$ cat src/rtl/srgh_pkg.sv
// rtl/srgh_pkg.sv - shared tick constants and boot sequencer state encodings
package srgh_pkg;

    localparam int unsigned TICK_NS = 2500;

    // Must match the I2C sender: one 256-bit message plus margin
    localparam int unsigned SENDER_MSG_TICKS = 288;

    function automatic int unsigned ns_to_ticks(input int unsigned ns);
        return ns / TICK_NS;
    endfunction

    localparam int unsigned POST_TIMEOUT_TICKS = ns_to_ticks(500_000_000);
    localparam int unsigned CPU_RST_TICKS      = ns_to_ticks(100_000);

    typedef logic [2:0] state_t;

    localparam state_t ST_IDLE  = 3'd0;
    localparam state_t ST_ARMED = 3'd1;
    localparam state_t ST_SLOW  = 3'd2;
    localparam state_t ST_FAST  = 3'd3;
    localparam state_t ST_DONE  = 3'd4;
    localparam state_t ST_RESET = 3'd5;
    localparam state_t ST_HALT  = 3'd6;

endpackage

$ cat src/rtl/post_edge_sync.sv
// rtl/post_edge_sync.sv - 2-FF synchroniser with a one-cycle change pulse
module post_edge_sync (
    input  logic clk,
    input  logic rst,
    input  logic din,
    output logic level,
    output logic change
);

    logic s1, s2, s3;

    always_ff @(posedge clk) begin
        if (rst) begin
            s1 <= 1'b0;
            s2 <= 1'b0;
            s3 <= 1'b0;
        end else begin
            s1 <= din;
            s2 <= s1;
            s3 <= s2;
        end
    end

    assign level  = s2;
    assign change = s2 ^ s3;

endmodule

$ cat src/rtl/post_glitch_ctrl.sv
// rtl/post_glitch_ctrl.sv - POST-driven slowdown/speedup sequencer; RETRY_LIMIT_EN adds HALT after repeated failures
module post_glitch_ctrl
    import srgh_pkg::*;
#(
    parameter int unsigned SLOW_EDGE     = 3,
    parameter int unsigned FAST_EDGE     = 2,
    parameter int unsigned MSG_TICKS     = SENDER_MSG_TICKS,
    parameter int unsigned TIMEOUT_TICKS = POST_TIMEOUT_TICKS,
    parameter int unsigned RST_TICKS     = CPU_RST_TICKS
`ifdef RETRY_LIMIT_EN
    ,
    parameter int unsigned MAX_RETRIES   = 15
`endif
) (
    input  logic       clk_400k,
    input  logic       rst,
    input  logic       post_bit,
    input  logic       cpu_rst_n,
    output logic       i2c_send,
    output logic       cpu_rst_req,
    output logic       boot_ok,
    output logic       glitch_busy,
    output logic [7:0] attempts,
    output logic       fail
);

    localparam logic [17:0] TMR_MAX   = '1;
    localparam logic [17:0] TMO_LAST  = 18'(TIMEOUT_TICKS - 1);
    localparam logic [17:0] HOLD_LAST = 18'(MSG_TICKS - 1);
    localparam logic [17:0] RST_LAST  = 18'(RST_TICKS - 1);
    localparam logic [3:0]  SLOW_LAST = 4'(SLOW_EDGE - 1);
    localparam logic [3:0]  FAST_CNT  = 4'(FAST_EDGE);

    logic   post_lvl, post_edge, rst_n_s, rst_n_chg;
    logic   unused_sync;
    state_t state, nxt;
    logic   timeout;
    logic [17:0] tmr, tmr_hold;
    logic [3:0]  ecnt;

    post_edge_sync u_post_sync (
        .clk    (clk_400k),
        .rst    (rst),
        .din    (post_bit),
        .level  (post_lvl),
        .change (post_edge)
    );

    post_edge_sync u_rst_sync (
        .clk    (clk_400k),
        .rst    (rst),
        .din    (cpu_rst_n),
        .level  (rst_n_s),
        .change (rst_n_chg)
    );

    assign unused_sync = post_lvl ^ rst_n_chg;

`ifdef RETRY_LIMIT_EN
    localparam logic [3:0] RETRY_LAST = 4'(MAX_RETRIES);
    logic [3:0] cfail;
`endif

    // Hold counts completed cycles from 0, so HOLD_LAST gives exactly MSG_TICKS cycles per level
    always_comb begin
        nxt     = state;
        timeout = 1'b0;
        case (state)
            ST_IDLE: begin
                if (rst_n_s) nxt = ST_ARMED;
            end
            ST_ARMED: begin
                if (!rst_n_s) nxt = ST_IDLE;
                else if (post_edge && ecnt == SLOW_LAST) nxt = ST_SLOW;
            end
            ST_SLOW: begin
                if (!rst_n_s) nxt = ST_IDLE;
                else if (ecnt >= FAST_CNT && tmr_hold >= HOLD_LAST) nxt = ST_FAST;
                else if (!post_edge && tmr == TMO_LAST) begin
                    nxt     = ST_RESET;
                    timeout = 1'b1;
                end
            end
            ST_FAST: begin
                // ecnt != 0 remembers an edge that arrived before the hold expired
                if (!rst_n_s) nxt = ST_IDLE;
                else if ((post_edge || ecnt != 4'd0) && tmr_hold >= HOLD_LAST) nxt = ST_DONE;
                else if (!post_edge && tmr == TMO_LAST) begin
                    nxt     = ST_RESET;
                    timeout = 1'b1;
                end
            end
            ST_DONE: begin
                if (!rst_n_s) nxt = ST_IDLE;
            end
            ST_RESET: begin
`ifdef RETRY_LIMIT_EN
                if (tmr == RST_LAST) nxt = (cfail >= RETRY_LAST) ? ST_HALT : ST_IDLE;
`else
                if (tmr == RST_LAST) nxt = ST_IDLE;
`endif
            end
            default: nxt = state;
        endcase
    end

    always_ff @(posedge clk_400k) begin
        if (rst) begin
            state       <= ST_IDLE;
            tmr         <= '0;
            tmr_hold    <= '0;
            ecnt        <= '0;
            i2c_send    <= 1'b0;
            cpu_rst_req <= 1'b0;
            boot_ok     <= 1'b0;
            glitch_busy <= 1'b0;
            attempts    <= '0;
            fail        <= 1'b0;
        end else begin
            state <= nxt;
            if (nxt != state) begin
                tmr      <= '0;
                tmr_hold <= '0;
                ecnt     <= '0;
            end else begin
                if (post_edge) tmr <= '0;
                else if (tmr != TMR_MAX) tmr <= tmr + 18'd1;
                if (tmr_hold != TMR_MAX) tmr_hold <= tmr_hold + 18'd1;
                if (post_edge && ecnt != 4'hf) ecnt <= ecnt + 4'd1;
            end
            // Outputs are registered decodes of the next state so they change with the transition
            i2c_send    <= (nxt == ST_SLOW);
            cpu_rst_req <= (nxt == ST_RESET);
            boot_ok     <= (nxt == ST_DONE);
            glitch_busy <= (nxt == ST_SLOW) || (nxt == ST_FAST);
`ifdef RETRY_LIMIT_EN
            fail        <= (nxt == ST_HALT);
`else
            fail        <= 1'b0;
`endif
            if (timeout && attempts != 8'hff) attempts <= attempts + 8'd1;
        end
    end

`ifdef RETRY_LIMIT_EN
    always_ff @(posedge clk_400k) begin
        if (rst) begin
            cfail <= '0;
        end else if (nxt == ST_DONE && state != ST_DONE) begin
            cfail <= '0;
        end else if (timeout && cfail != 4'hf) begin
            cfail <= cfail + 4'd1;
        end
    end
`endif

endmodule

$ cat config.mk
export PLATFORM = sky130hd
export DESIGN_NAME = post_glitch_ctrl
export DESIGN_NICKNAME = d
export VERILOG_FILES = /design/src/rtl/srgh_pkg.sv /design/src/rtl/post_edge_sync.sv /design/src/rtl/post_glitch_ctrl.sv
export SDC_FILE = /design/constraint.sdc
export NUM_CORES = 1
export LEC_CHECK = 0
export ABC_AREA = 0
export BUFFER_PORTS_ARGS = -buffer_cell sky130_fd_sc_hd__buf_2
export CAP_MARGIN = 20
export CORE_MARGIN = 3
export CORE_UTILIZATION = 40
export DETAILED_ROUTE_END_ITERATION = 12
export GPL_ROUTABILITY_DRIVEN = 0
export PLACE_DENSITY = 0.66
export SLEW_MARGIN = 20
export SYNTH_ARGS = -nofsm -noshare
export SYNTH_HDL_FRONTEND = slang
export SYNTH_SLANG_ARGS = --single-unit
$ cat constraint.sdc
create_clock -name clk_400k -period 2.8 [get_ports clk_400k]
set_input_delay 0 -clock clk_400k [delete_from_list [all_inputs] [get_ports clk_400k]]
set_output_delay 0 -clock clk_400k [all_outputs]
set_load 0.05 [all_outputs]
**Word level (Yosys, flattened, before mapping)**

Index checks and enable logic that the tools add are counted.

- Register bits after elaboration: 60
- Bits in latches: 0
- Memory bits (writable): 0
- ROM bits: 0
- Input port bits: 4
- Output and inout bits: 13
- Word-level logic and storage cells: 68
- Memories: 0

- $add $sub $neg: 4
- Multiply operators: 0
- Div/mod/pow operators: 0
- Order comparisons: 2
- Equal/unequal tests: 17
- Shift-type cells: 0
- Muxes and demuxes: 17
- Bitwise gates (word level): 1
- Reductions and logical operators: 13

Operator list:

| kind | number |
|---|---|
| 18-bit by 1-bit adder with 18-bit output, second input constant | 2 |
| 18-bit != test, second input constant | 2 |
| 3-bit two-way mux | 10 |
| 18-bit equality test, second input constant | 1 |
| 18-bit by 6-bit equality test with 1-bit output, second input constant | 1 |
| 18-bit by 9-bit >= comparator with 1-bit output, second input constant | 1 |
| 3-bit case mux with 6 select lines | 1 |
| 3-bit by 2-bit equality test with 1-bit output, second input constant | 4 |
| 3-bit equality test, second input constant | 4 |
| 8-bit by 1-bit adder with 8-bit output, second input constant | 1 |
| 8-bit != test, second input constant | 1 |
| 1-bit logical AND | 6 |
| 1-bit two-way mux | 5 |
| 4-bit by 1-bit adder with 4-bit output, second input constant | 1 |
| 4-bit by 2-bit equality test with 1-bit output, second input constant | 1 |
| 4-bit by 2-bit >= comparator with 1-bit output, second input constant | 1 |
| 4-bit != test, second input constant | 1 |
| 4-bit nonzero test | 1 |
| 3-bit by 1-bit equality test with 1-bit output, second input constant | 1 |
| 3-bit logical NOT | 1 |
| 3-bit != test | 1 |
| 3-bit OR reduction | 1 |
| 1-bit logical OR | 2 |
| 1-bit case mux with 2 select lines | 1 |
| other kinds (3) | 3 |

**Longest topological paths before layout**

Gate-level depths: netlist of the first run.

- Depth after elaboration: 9
- Depth in mapped cells: 9
- Mapped depth without buffers: 8

**Hierarchy**

From an unflattened synthesis of the first run, not the netlist that was laid out.

- Cell total of the unflattened synthesis: 339
- Area total of the unflattened synthesis: 2964.1 um2

By module, submodules not included:

| module | times used | cells each | area each (um2) | seq. area each (um2) |
|---|---|---|---|---|
| post_glitch_ctrl | 1 | 325 | 2788.9 | 1101.1 |
| post_edge_sync | 2 | 7 | 87.6 | 60.1 |

**Worst setup path before layout of the first run**

Ideal clock, no wire load.

- Kind: flip-flop to flip-flop
- From: register tmr_hold[0]
- To: register tmr[10]
- Setup time: 88 ps
- Data arrival time: 2088 ps
- Data required time: 2712 ps
- Path slack: 624 ps
- Stages on the path, launching flop included: 9
- Path buffers: 1
- Period minus slack after synthesis: 2176 ps
- Path through: dfxtp_1 -> ha_1 -> and4_1 -> o41ai_2 -> a21oi_1 -> or3b_1 -> a21o_1 -> buf_2 -> nor4_2

- Word-level cells in the longest chain between the ends: 7
- Elaborated cells between the ends (all ways): 10
- Those cells by class: order compare: 1; eq/ne: 1; mux: 5; reduce/logical: 3

RTL lines:

| item | RTL line | RTL |
|---|---|---|
| start, declared | post_glitch_ctrl.sv:38 | `logic [17:0] tmr, tmr_hold;` |
| start signal, assigned | post_glitch_ctrl.sv:128 | `if (tmr_hold != TMR_MAX) tmr_hold <= tmr_hold + 18'd1;` |
| 18-bit by 9-bit >= comparator with 1-bit output * | post_glitch_ctrl.sv:78, post_glitch_ctrl.sv:87 |  |
| 1-bit logical AND (on tied branches) | post_glitch_ctrl.sv:87, post_glitch_ctrl.sv:78 |  |
| 3-bit two-way mux (on tied branches) | post_glitch_ctrl.sv:87, post_glitch_ctrl.sv:78 |  |
| 3-bit two-way mux (on tied branches) | post_glitch_ctrl.sv:86, post_glitch_ctrl.sv:77 |  |
| 3-bit case mux with 6 select lines * | post_glitch_ctrl.sv:68 | `case (state)` |
| 3-bit != test * | post_glitch_ctrl.sv:121 | `if (nxt != state) begin` |
| 3-bit OR reduction (no line) * | -- |  |
| end signal, assigned | post_glitch_ctrl.sv:127 | `else if (tmr != TMR_MAX) tmr <= tmr + 18'd1;` |
| end, declared | post_glitch_ctrl.sv:38 |  |

Every way passes the cells marked *; elsewhere a longest branch is shown, timed or not.
A chain may end at the register's enable or synchronous reset.

**Worst setup path after layout of the first run**

- From: register tmr_hold[0]
- To: register attempts[4]

- Word-level cells in the longest chain between the ends: 6
- Elaborated cells between the ends (all ways): 9
- Those cells by class: order compare: 1; mux: 5; reduce/logical: 3

RTL lines:

| item | RTL line | RTL |
|---|---|---|
| 18-bit by 9-bit >= comparator with 1-bit output * | post_glitch_ctrl.sv:78, post_glitch_ctrl.sv:87 |  |
| 1-bit logical AND (on tied branches) | post_glitch_ctrl.sv:87, post_glitch_ctrl.sv:78 |  |
| 1-bit two-way mux (on tied branches) | post_glitch_ctrl.sv:87, post_glitch_ctrl.sv:78 |  |
| 1-bit two-way mux (on tied branches) | post_glitch_ctrl.sv:86, post_glitch_ctrl.sv:77 |  |
| 1-bit case mux with 2 select lines * | post_glitch_ctrl.sv:68 |  |
| 1-bit logical AND * | post_glitch_ctrl.sv:141 | `if (timeout && attempts != 8'hff) attempts <= attempts + 8'd1;` |
| end signal, assigned | post_glitch_ctrl.sv:141 |  |
| end, declared | post_glitch_ctrl.sv:23 | `output logic [7:0] attempts,` |

Marked as above.

==> key figures, run 1 <==
Outcome
  • Outcome: complete, no violations

Pwr
  • Total power: roughly 1.8 mW
  • Clock power frac: 46.7%
  • Pleak: 1.23 nW
  • Seq pwr share: between 40% and 50%
  • Switch Pwr: around 400 uW
  • VDD IR max: around 0.35 mV
  • Switching part of the total: 21.7%
  • PwrDens: 500 mW/mm^2
  • Logic gate share of total power: 4.7%
  • Internal Power: 1.42 mW

Timing
  • Max-slew violation count: 0
  • Fin. Hold Viols: 0
  • Slew HR: ~57%
  • Final setup TNS: 0 ps
  • Final worst path period share: 89.1%
  • Fmax: 401 MHz
  • Fin crit period: between 2000 and 2500 ps
  • Final setup margin: 304 ps
  • Worst Tran Pin Value: 643 ps
  • Post-route clock skew: 7.02 ps
  • Final Setup Violations: 0
  • Unrepaired setup endpoints after global routing: no

Logic synthesis
  • Mapped Nets: 375
  • Synth Register Bits: 60
  • Post-synthesis mux area share: 1.94%
  • Adder-cell share of the synthesized area: 2.33%
  • List of most frequent post-synthesis cells: 60 x dfxtp_1, 32 x nor3_1, 26 x nand2_1
  • Mapped Avg Cell Area: 8.82 sq um
  • Post-synth EDFFs: 0
  • Share of the synthesized area in the top cell type: approximately 37%
  • Xor and xnor area share after synthesis: 9.21%
  • Leading area contributor after synthesis: dfxtp_1
  • Sequential fraction of the synthesis area: 37.3%
  • Post-synthesis compound-gate area fraction: a little over a tenth
  • Netlist Area Pre-Place: around 0.0032 sq mm
  • Mapped Cells: 365
  • Largest family of logic cells by synthesized area: simple AND/OR/NAND/NOR gates
  • Netlist cell types: between 50 and 60
  • Post-synth top flop: dfxtp_1
  • Asr flop ratio synth: 0%
  • Synth top area cells: dfxtp_1 37%, xnor2_1 5.2%, nor4_2 5.1%, nor3_1 5.0%, xor2_1 3.5%
  • Synth Area in Simple Gates: 34.6%
  • Most frequent cell after synthesis: dfxtp_1
  • Synthesis Warnings: 0

Floorplan
  • IO Pins: 17
  • Die H: 95.7 um
  • Die X: roughly 96 um
  • Die Area: 0.00916 sq mm
  • Initial Util: between 40% and 50%
  • Core area: around 0.008 sq mm
  • Rows: 32

Critical path
  • Critical Path End Type: flop
  • Register-to-register setup slack: 300 ps
  • R2r endpoint: attempts[4]
  • Critical path data arrival time: 2770 ps
  • Register-to-Register Path Depth: 7
  • Crit start category: flop
  • CP Class: reg2reg
  • CP Max Fanout: 14
  • Critical Path Start: tmr_hold[0]
  • CP required: 3070 ps
  • Reg2reg start: tmr_hold[0]

Cells and area
  • Multi-input gate area: 0.00191 sq mm
  • Synth-to-Final Area Change: 12.2%
  • Final core occ: 46.5%
  • Register area: 0.00120 sq mm
  • Non-Filler Instances: just under 500
  • Layout cells sized above 1: 16.3%
  • Fillers: roughly 800
  • Fin nets: 391
  • Antenna diodes: 0

GRT
  • First-pass GRT wire length: 11200 um
  • Largest net degree at the start of global routing: 41
  • Initial antenna violation count: 0
  • Vias in the first global route: 2439
  • Gr ovfl total: 0
  • Tot GR Track Use: 15.4%

Worst hold path
  • Hold WC Path Type: in2reg
  • HP Start: rst
  • Hold endpoint: state[1]
  • Hold depth: 2

CTS
  • TritonCTS clock tree: built
  • Clk sinks: 60
  • # H-tree levels: 3
  • Clock Latency Late Sink: 340 ps
  • CTS clk-pin slew, worst paths: 70 ps
  • CTS Buffer Depth: 2
  • Setup Buffers After CTS: 0
  • Post-cts sizing count: 0
  • Root buffer cell: clkbuf_8
  • Num CTS Buffers: 9

Placed design
  • Cells after DPL: 470
  • PortBufs: 15
  • DP Worst Slack: 308 ps
  • Post-DP HPWL: 4480 um

Route
  • DRC: 0
  • DR vias/cell: between 5 and 6
  • Total iterations of the first detailed-routing run: 4
  • DRT iter0 DRCs: 161
  • ANT nets after route: 0
  • Routed WL per cell: 13.4 um
  • Via count: roughly 2700
  • Routed Wire Length: ~6500 um

Job
  • Max-Cap Viols: 0
how the worst max path moves through the flow:
stage                        to  slack, ps  cells past startpoint
finish              attempts[4]        300                      7
floorplan               tmr[10]        620                      8
detailed placement  attempts[7]        310                      7
global route            tmr[11]        110                      8
CTS                 attempts[4]        290                      7
global placement    attempts[4]        370                      7
final cells by class:
class	instances	area share, %
flip-flops and latches	60	33.2
inverters	7	0.727
multi-input cells	281	52.9
repair buffers	22	3.67
clock buffers	11	3.91
well taps	102	3.53
clock inverters	5	2.08
sequential cells by signal (all words and copies together), names as in the netlist:
register and cells:
u_post_sync.s1 1, u_post_sync.s3 1, u_post_sync.level 1, i2c_send 1, ecnt 4, boot_ok 1
cpu_rst_req 1, tmr_hold 18, u_rst_sync.level 1, glitch_busy 1, tmr 18, state 3
u_rst_sync.s1 1, attempts 8
worst max-delay path: stages, from the launching register on:
cell	delay, ps
dfxtp_1	350
ha_1	250
and4_1	260
o41a_1	370
o2bb2ai_1	230
nand4_2	330
or4_1	500
a21oi_1	150
routing by layer:
metal / global-route usage (%) / up-vias / share of wire [%]
met5: 0 / - / 0
met4: 5.21 / 0 / 0.98
met3: 4.93 / 7 / 3.9
met2: 23.4 / 36 / 46
met1: 20.6 / 1288 / 49
li1: - / 1381 / -
layout by cell type, fill, tap and decap left out, types with 10 or more instances in the layout:
cell type and n:
nor2b_1 11, nand3_1 20, buf_2 15, xor2_1 13
nor4_2 13, nand4_1 17, a21oi_1 15, nor3_1 32
nor2_1 21, xnor2_1 19, nand2_1 26, clkbuf_8 10
dfxtp_1 60
cells by family after synthesis:
| kind of cell | after synthesis |
|---|---|
| DFF | 60 |
| xor gates and xnor gates | 33 |
| muxes | 6 |
| buffers and inverters | 24 |
| other | 1 |
| and+or+nand+nor | 184 |
| adders and majority gates | 6 |
| AOI/OAI and AO/OA | 51 |
repair_timing:
| item | CTS | global route |
|---|---|---|
| endpoints found under the setup margin | 0 | 0 |
| endpoints found under the hold margin | 2 | 0 |
| hold buffers | 2 | 0 |
per-stage QoR:
step	instance area, sq um	hold WS [ps]
after floorplan	3220	128
after global placement	3380	208
after detailed placement	3380	217
after CTS	3610	46.7
after global routing	3610	71.5
final	3610	63.6
power by group through the flow:
stage	Combinational, mW	Clock (mW)	Sequential, mW
after floorplan	0.0696	0	0.893
after global placement	0.0816	0	0.896
after detailed placement	0.0832	0	0.897
after CTS	0.0856	0.867	0.878
after global routing	0.0953	0.904	0.879
final	0.0849	0.845	0.878
No activity file was read; power rests on OpenSTA's default activity.
==> run 2, diff against run 1 <==
Settings changed: CELL_PAD_IN_SITES_DETAIL_PLACEMENT from default to 2, CELL_PAD_IN_SITES_GLOBAL_PLACEMENT from default to 2, CORE_UTILIZATION 40 to 38, MAX_ROUTING_LAYER from default to met4, PLACE_DENSITY 0.66 to 0.89.
==> run 2 against run 1 <==
  * Maximum frequency is 4.2% lower
  * Final area is 0.31% higher
  * Register-to-register slack worse by 110 ps
  * Combinational power is 16% higher
  * Clock skew is 2.1 ps higher
  * Critical path depth stayed put
  * Clock power is 12% lower
  * Wire length is 55% higher
  * Worst hold slack better by 7.2 ps
  * Final cell count is 0.20% lower
  * Sequential cell count stayed put
  * Critical path type unchanged
  * Highest routed layer unchanged
==> key figures, run 2 (synthesis gave the netlist of run 1 again) <==
Floorplan
  • Initial Util: 40.4% (-1.0 points)
  • Rows: 32 (unchanged)
  • IO Pins: 17 (unchanged)
  • Die H: 98.1 um (+2.4%)
  • Core area: 0.00797 sq mm (+2.6%)
  • Die X: 98.1 um (+2.4%)
  • Die Area: 0.00962 sq mm (+4.9%)

CTS
  • Clock Latency Late Sink: 340 ps (about the same)
  • Clk sinks: 60 (unchanged)
  • TritonCTS clock tree: built
  • CTS Buffer Depth: 2 (unchanged)
  • Setup Buffers After CTS: 0 (unchanged)
  • Root buffer cell: clkbuf_8
  • Num CTS Buffers: 9 (unchanged)
  • # H-tree levels: 3 (unchanged)
  • CTS clk-pin slew, worst paths: 70 ps (about the same)

Timing
  • Min Hold Slack: 70.8 ps (+7.22 ps)
  • Final worst path period share: 93.0% (+3.9 points)
  • Fin. Hold Viols: 0 (unchanged)
  • Fmax: 384 MHz (-4.2%)
  • Fin crit period: 2600 ps (+108 ps)
  • Final Setup Violations: 0 (unchanged)
  • Post-route clock skew: 9.14 ps (+2.11 ps)
  • Max-slew violation count: 0 (unchanged)
  • Slew HR: 56.1% (-0.69 points)
  • Worst Tran Pin Value: 654 ps (+11.0 ps)

Cells and area
  • Biggest regs: tmr (18), tmr_hold (18), attempts (8)
  • Fin nets: 391 (unchanged)
  • Multi-input gate area: 0.00193 sq mm (+0.79%)
  • Antenna diodes: 0 (unchanged)
  • Fillers: 891 (+14%)
  • Final core occ: 45.5% (-1.0 points)
  • Layout cells sized above 1: 16.4% (+0.042 points)
  • Synth-to-Final Area Change: 12.6%
  • Fin area: 0.00363 sq mm (+0.31%)
  • Most frequent cells in the layout: 60 x dfxtp_1, 32 x nor3_1, 26 x nand2_1
  • Commonest non-fill, non-tap cell in the layout: dfxtp_1
  • Register area: 0.00120 sq mm (unchanged)

Critical path
  • R2r endpoint: tmr[5]
  • Crit path to: tmr[5]
  • Critical Path Start: tmr[13]
  • Critical Path End Type: flop
  • Register-to-Register Path Depth: 7 (unchanged)
  • CP Class: reg2reg
  • Crit start category: flop
  • Register-to-register setup slack: 200 ps (-110 ps)
  • Reg2reg start: tmr[13]
  • CP required: 3050 ps (-20 ps)
  • CP Max Fanout: 40 (+26)
  • Critical path data arrival time: 2860 ps (+90 ps)

Route
  • Via count: 2932 (+8.1%)
  • DRC: 0 (unchanged)
  • ANT nets after route: 0 (unchanged)
  • Routed WL per cell: 20.9 um (+56%)
  • Routed Wire Length: 10200 um (+55%)
  • Total iterations of the first detailed-routing run: 4 (unchanged)
  • DRT iter0 DRCs: 85 (-47%)
  • DR vias/cell: 6.02 (+8.3%)

Job
  • Max-Cap Viols: 0 (unchanged)

Pwr
  • PwrDens: 475 mW/mm^2 (-5.0%)
  • Pleak: 1.21 nW (-2.0%)
  • Clock power frac: 43.3% (-3.4 points)
  • Switch Pwr: 411 uW (+4.9%)
  • VDD IR max: 0.223 mV (-37%)
  • Internal Power: 1.31 mW (-7.3%)
  • Switching part of the total: 23.9% (+2.2 points)
  • Seq pwr share: 51.0% (+2.4 points)
  • Logic gate share of total power: 5.7% (+1.0 points)

GRT
  • Vias in the first global route: 3279 (+34%)
  • Gr ovfl total: 0 (unchanged)
  • First-pass GRT wire length: 17100 um (+53%)
  • Largest net degree at the start of global routing: 41 (unchanged)
  • Initial antenna violation count: 0 (unchanged)
  • Tot GR Track Use: 22.7% (+7.4 points)

Worst hold path
  • Hold depth: 2 (unchanged)
  • Hold WC Path Type: in2reg

Placed design
  • PortBufs: 15 (unchanged)
  • Post-DP HPWL: 6450 um (+44%)
  • Area after DPL: 0.00340 sq mm (+0.74%)

Outcome
  • Outcome: complete, no violations
## run 2: area by class of cell
cell class	instances	area share (%)
Clock buffer	14	5.04
Inverter	7	0.725
Sequential cell	60	33.1
Timing Repair Buffer	22	4.35
Clock inverter	1	0.138
Multi-Input combinational cell	281	53.1
Tap cell	102	3.52
## run 2: worst min path at each step
stage              start           endpoint  slack (ps)
6_report             rst      u_rst_sync.s1          70
5_1_grt              rst  u_post_sync.level          90
3_3_place_gp    post_bit     u_post_sync.s1         210
4_1_cts              rst  u_post_sync.level          60
3_5_place_dp   cpu_rst_n      u_rst_sync.s1         220
2_1_floorplan   post_bit     u_post_sync.s1         130
## run 2: critical path, cell delays in order, from the launching register on
cell	delay (ps)
dfxtp_1	360
or4b_1	560
nor3_2	330
a211oi_1	230
a311oi_2	410
a21oi_4	120
buf_12	190
nor4_2	280
## run 2: metrics by stage
stage	TNS (ps)	cells	power [mW]	worst slack, ps
floorplan	0	365	0.962	624
global placement	0	470	0.985	373
detailed placement	0	470	0.990	283
CTS	0	487	1.75	162
global route	-12.3	487	1.79	-6.19
finish	0	487	1.72	196
## run 2: per-layer routing
layer	vias to the layer above	global-route usage [%]	wire (um)
met5	-	-	0
met4	0	9.27	272
met3	22	4.43	253
met2	48	39.4	5440
met1	1485	25.6	4200
li1	1377	-	-
## run 2: power by group through the flow
stage	sequential (mW)	clock, mW	combinational (mW)
after CTS	0.878	0.771	0.0972
after floorplan	0.893	0	0.0696
after global placement	0.896	0	0.0887
after detailed placement	0.897	0	0.0929
after global routing	0.880	0.806	0.108
final	0.878	0.746	0.0984
## run 2: repair_timing
action | 4_1_cts | 5_1_grt
hold endpoints to repair | 2 | 0
endpoints found under the setup margin | 0 | 12
hold buffers | 2 | 0
gates resized for setup | 0 | 3
==> run 3, diff against run 2 <==
Settings changed: CORE_UTILIZATION 38 to 37, PLACE_DENSITY 0.89 to 0.88, SYNTH_HIERARCHICAL from default to 1.
==> run 3 against run 2 <==
  * Critical path depth up 1
  * Clock skew about the same
  * First-iteration DRC count up 5.9%
  * Combinational power down 22%
  * Largest power group unchanged
  * Worst setup slack better by 14 ps
  * Die area down 6.2%
  * Clock power up 7.9%
  * Final cell count down 4.7%
  * Largest cell class unchanged
  * Maximum frequency up 0.55%
==> key figures, run 3 <==
Pwr
  • Pleak: 1.26 nW (+4.1%)
  • VDD IR max: 0.252 mV (+13%)
  • PwrDens: 525 mW/mm^2 (+11%)

Logic synthesis
  • Mapped Cells: 336 (-7.9%)
  • Mapped Avg Cell Area: 8.72 sq um (-1.2%)
  • Mapped Nets: 346 (-7.7%)
  • Synthesis Warnings: 6 (+6)
  • Netlist Area Pre-Place: 0.00293 sq mm (-9.1%)

Route
  • Total iterations of the first detailed-routing run: 4 (unchanged)
  • ANT nets after route: 0 (unchanged)
  • DR vias/cell: 5.48 (-9.0%)
  • DRC: 0 (unchanged)
  • Via count: 2543 (-13%)
  • Routed WL per cell: 18.0 um (-14%)
  • DRT iter0 DRCs: 90 (+5.9%)
  • Routed Wire Length: 8360 um (-18%)

Timing
  • Max-slew violation count: 0 (unchanged)
  • Final setup TNS: 0 ps (unchanged)
  • Worst Tran Pin Value: 559 ps (-95.7 ps)
  • Slew HR: 62.8% (+6.6 points)
  • Fmax: 386 MHz (+0.55%)
  • Fin crit period: 2590 ps (-14.2 ps)
  • Min Hold Slack: 26.0 ps (-44.9 ps)
  • Final Setup Violations: 0 (unchanged)
  • Post-route clock skew: 8.67 ps (-0.468 ps)
  • Unrepaired setup endpoints after global routing: no
  • Fin. Hold Viols: 0 (unchanged)
  • Final worst path period share: 92.5% (-0.51 points)

Cells and area
  • Layout cells sized above 1: 13.7% (-2.7 points)
  • Synth-to-Final Area Change: 14.3%
  • Most frequent cells in the layout: 60 x dfxtp_1, 38 x nor2_1, 30 x nand3_1
  • Antenna diodes: 0 (unchanged)
  • Biggest regs: tmr (18), tmr_hold (18), attempts (8)
  • Fin nets: 370 (-5.4%)
  • Final core occ: 44.9% (-0.57 points)
  • Register area: 0.00120 sq mm (unchanged)
  • Multi-input gate area: 0.00163 sq mm (-16%)
  • Fillers: 842 (-5.5%)
  • Commonest non-fill, non-tap cell in the layout: dfxtp_1

GRT
  • Initial antenna violation count: 0 (unchanged)
  • Vias in the first global route: 2793 (-15%)
  • Gr ovfl total: 0 (unchanged)
  • First-pass GRT wire length: 14400 um (-16%)
  • Largest net degree at the start of global routing: 41 (unchanged)
  • Tot GR Track Use: 21.4% (-1.4 points)

CTS
  • Num CTS Buffers: 9 (unchanged)
  • CTS clk-pin slew, worst paths: 70 ps (about the same)
  • TritonCTS clock tree: built
  • Clock Latency Late Sink: 350 ps (about the same)
  • Root buffer cell: clkbuf_8
  • Setup Buffers After CTS: 0 (unchanged)
  • # H-tree levels: 3 (unchanged)
  • Post-cts sizing count: 0 (unchanged)
  • CTS Buffer Depth: 2 (unchanged)
  • Clk sinks: 60 (unchanged)

Critical path
  • CP required: 3030 ps (-20 ps)
  • Max incr delay on CP: 550 ps (about the same)
  • Reg2reg start: tmr_hold[17]
  • CP Max Fanout: 6 (-85%)
  • Crit path max-delay cell type: or4_4
  • Register-to-Register Path Depth: 8 (+1)
  • Critical Path End Type: flop
  • CP Class: reg2reg
  • R2r endpoint: attempts[7]
  • Crit start category: flop
  • Largest delay share family, worst path: simple AND/OR/NAND/NOR gates
  • Bufs and invs on worst path: 1 (unchanged)
  • Most used cell, CP: nor4_4
  • Critical path data arrival time: 2820 ps (-40 ps)
  • Register-to-register setup slack: 210 ps (about the same)
  • Cells along the critical path: or4_4, nor4_4, a221oi_2, or3_1, buf_4, nor4_4, xnor2_1, nor2_1

Worst hold path
  • Hold depth: 2 (unchanged)
  • Hold WC Path Type: in2reg
  • HP Start: rst
  • Hold endpoint: attempts[3]

Placed design
  • PortBufs: 15 (unchanged)
  • Post-DP HPWL: 6010 um (-7.0%)

Floorplan
  • Die H: 95.0 um (-3.1%)
  • IO Pins: 17 (unchanged)
  • Die Area: 0.00902 sq mm (-6.2%)
  • Rows: 31 (-3.1%)
  • Initial Util: 39.3% (-1.1 points)
  • Core area: 0.00745 sq mm (-6.5%)
  • Die X: 95.0 um (-3.1%)

Job
  • Max-Cap Viols: 0 (unchanged)

Outcome
  • Outcome: complete, no violations
==> run 3: cell types whose count changed in the layout (fill, tap and decap cells not counted), moves of 6 or more <==
cell / before / now
nor2_1: 21 / 38
nor4_2: 14 / 1
nand3_1: 20 / 30
xor2_1: 13 / 22
nand4_1: 17 / 10
a21oi_1: 15 / 9
and2_1: 0 / 6
nor3_1: 32 / 26
==> run 3: through the flow <==
| stage | setup WS [ps] | power (mW) | cell area [sq um] | instances |
|---|---|---|---|---|
| 6_report | 210 | 1.76 | 3350 | 464 |
| 5_1_grt | 44.2 | 1.83 | 3350 | 464 |
| 4_1_cts | 188 | 1.79 | 3350 | 464 |
| 3_5_place_dp | 216 | 0.970 | 3130 | 446 |
| 3_3_place_gp | 335 | 0.964 | 3130 | 446 |
| 2_1_floorplan | 430 | 0.947 | 2930 | 336 |
==> run 3: worst max-delay path by stage <==
stage                 start          end  depth (start not counted)
6_report       tmr_hold[17]  attempts[7]                          8
5_1_grt        tmr_hold[17]  attempts[7]                          8
4_1_cts        tmr_hold[17]  attempts[7]                          8
3_5_place_dp   tmr_hold[17]  attempts[7]                          8
3_3_place_gp   tmr_hold[17]  attempts[5]                          8
2_1_floorplan  tmr_hold[17]      tmr[16]                          9
==> run 3: what timing repair did <==
action | CTS | global route
hold endpoints to repair | 2 | 0
endpoints found under the setup margin | 0 | 0
hold buffers | 2 | 0
==> run 3: where the power goes <==
part	switching [mW]	internal, mW	leakage [nW]	total, mW
clock network	0.352	0.453	0.109	0.805
registers	0.0118	0.865	0.485	0.877
logic	0.0487	0.0279	0.662	0.0766
total	0.413	1.35	1.26	1.76
==> run 3: final cells by class <==
class                      instances  area share (%)
tap                               99            3.70
clock inverter                     5            1.50
clock buffer                      11            4.52
multi-input combinational        256            48.6
sequential                        60            35.9
inverter                           9            1.01
timing repair buffer              24            4.79
==> run 3: layer usage <==
layer	up-vias	global-route usage, %	wire, um
li1	1234	-	-
met4	0	8.05	176
met3	17	4.70	209
met2	38	37.4	4300
met1	1254	23.7	3680
met5	-	-	0
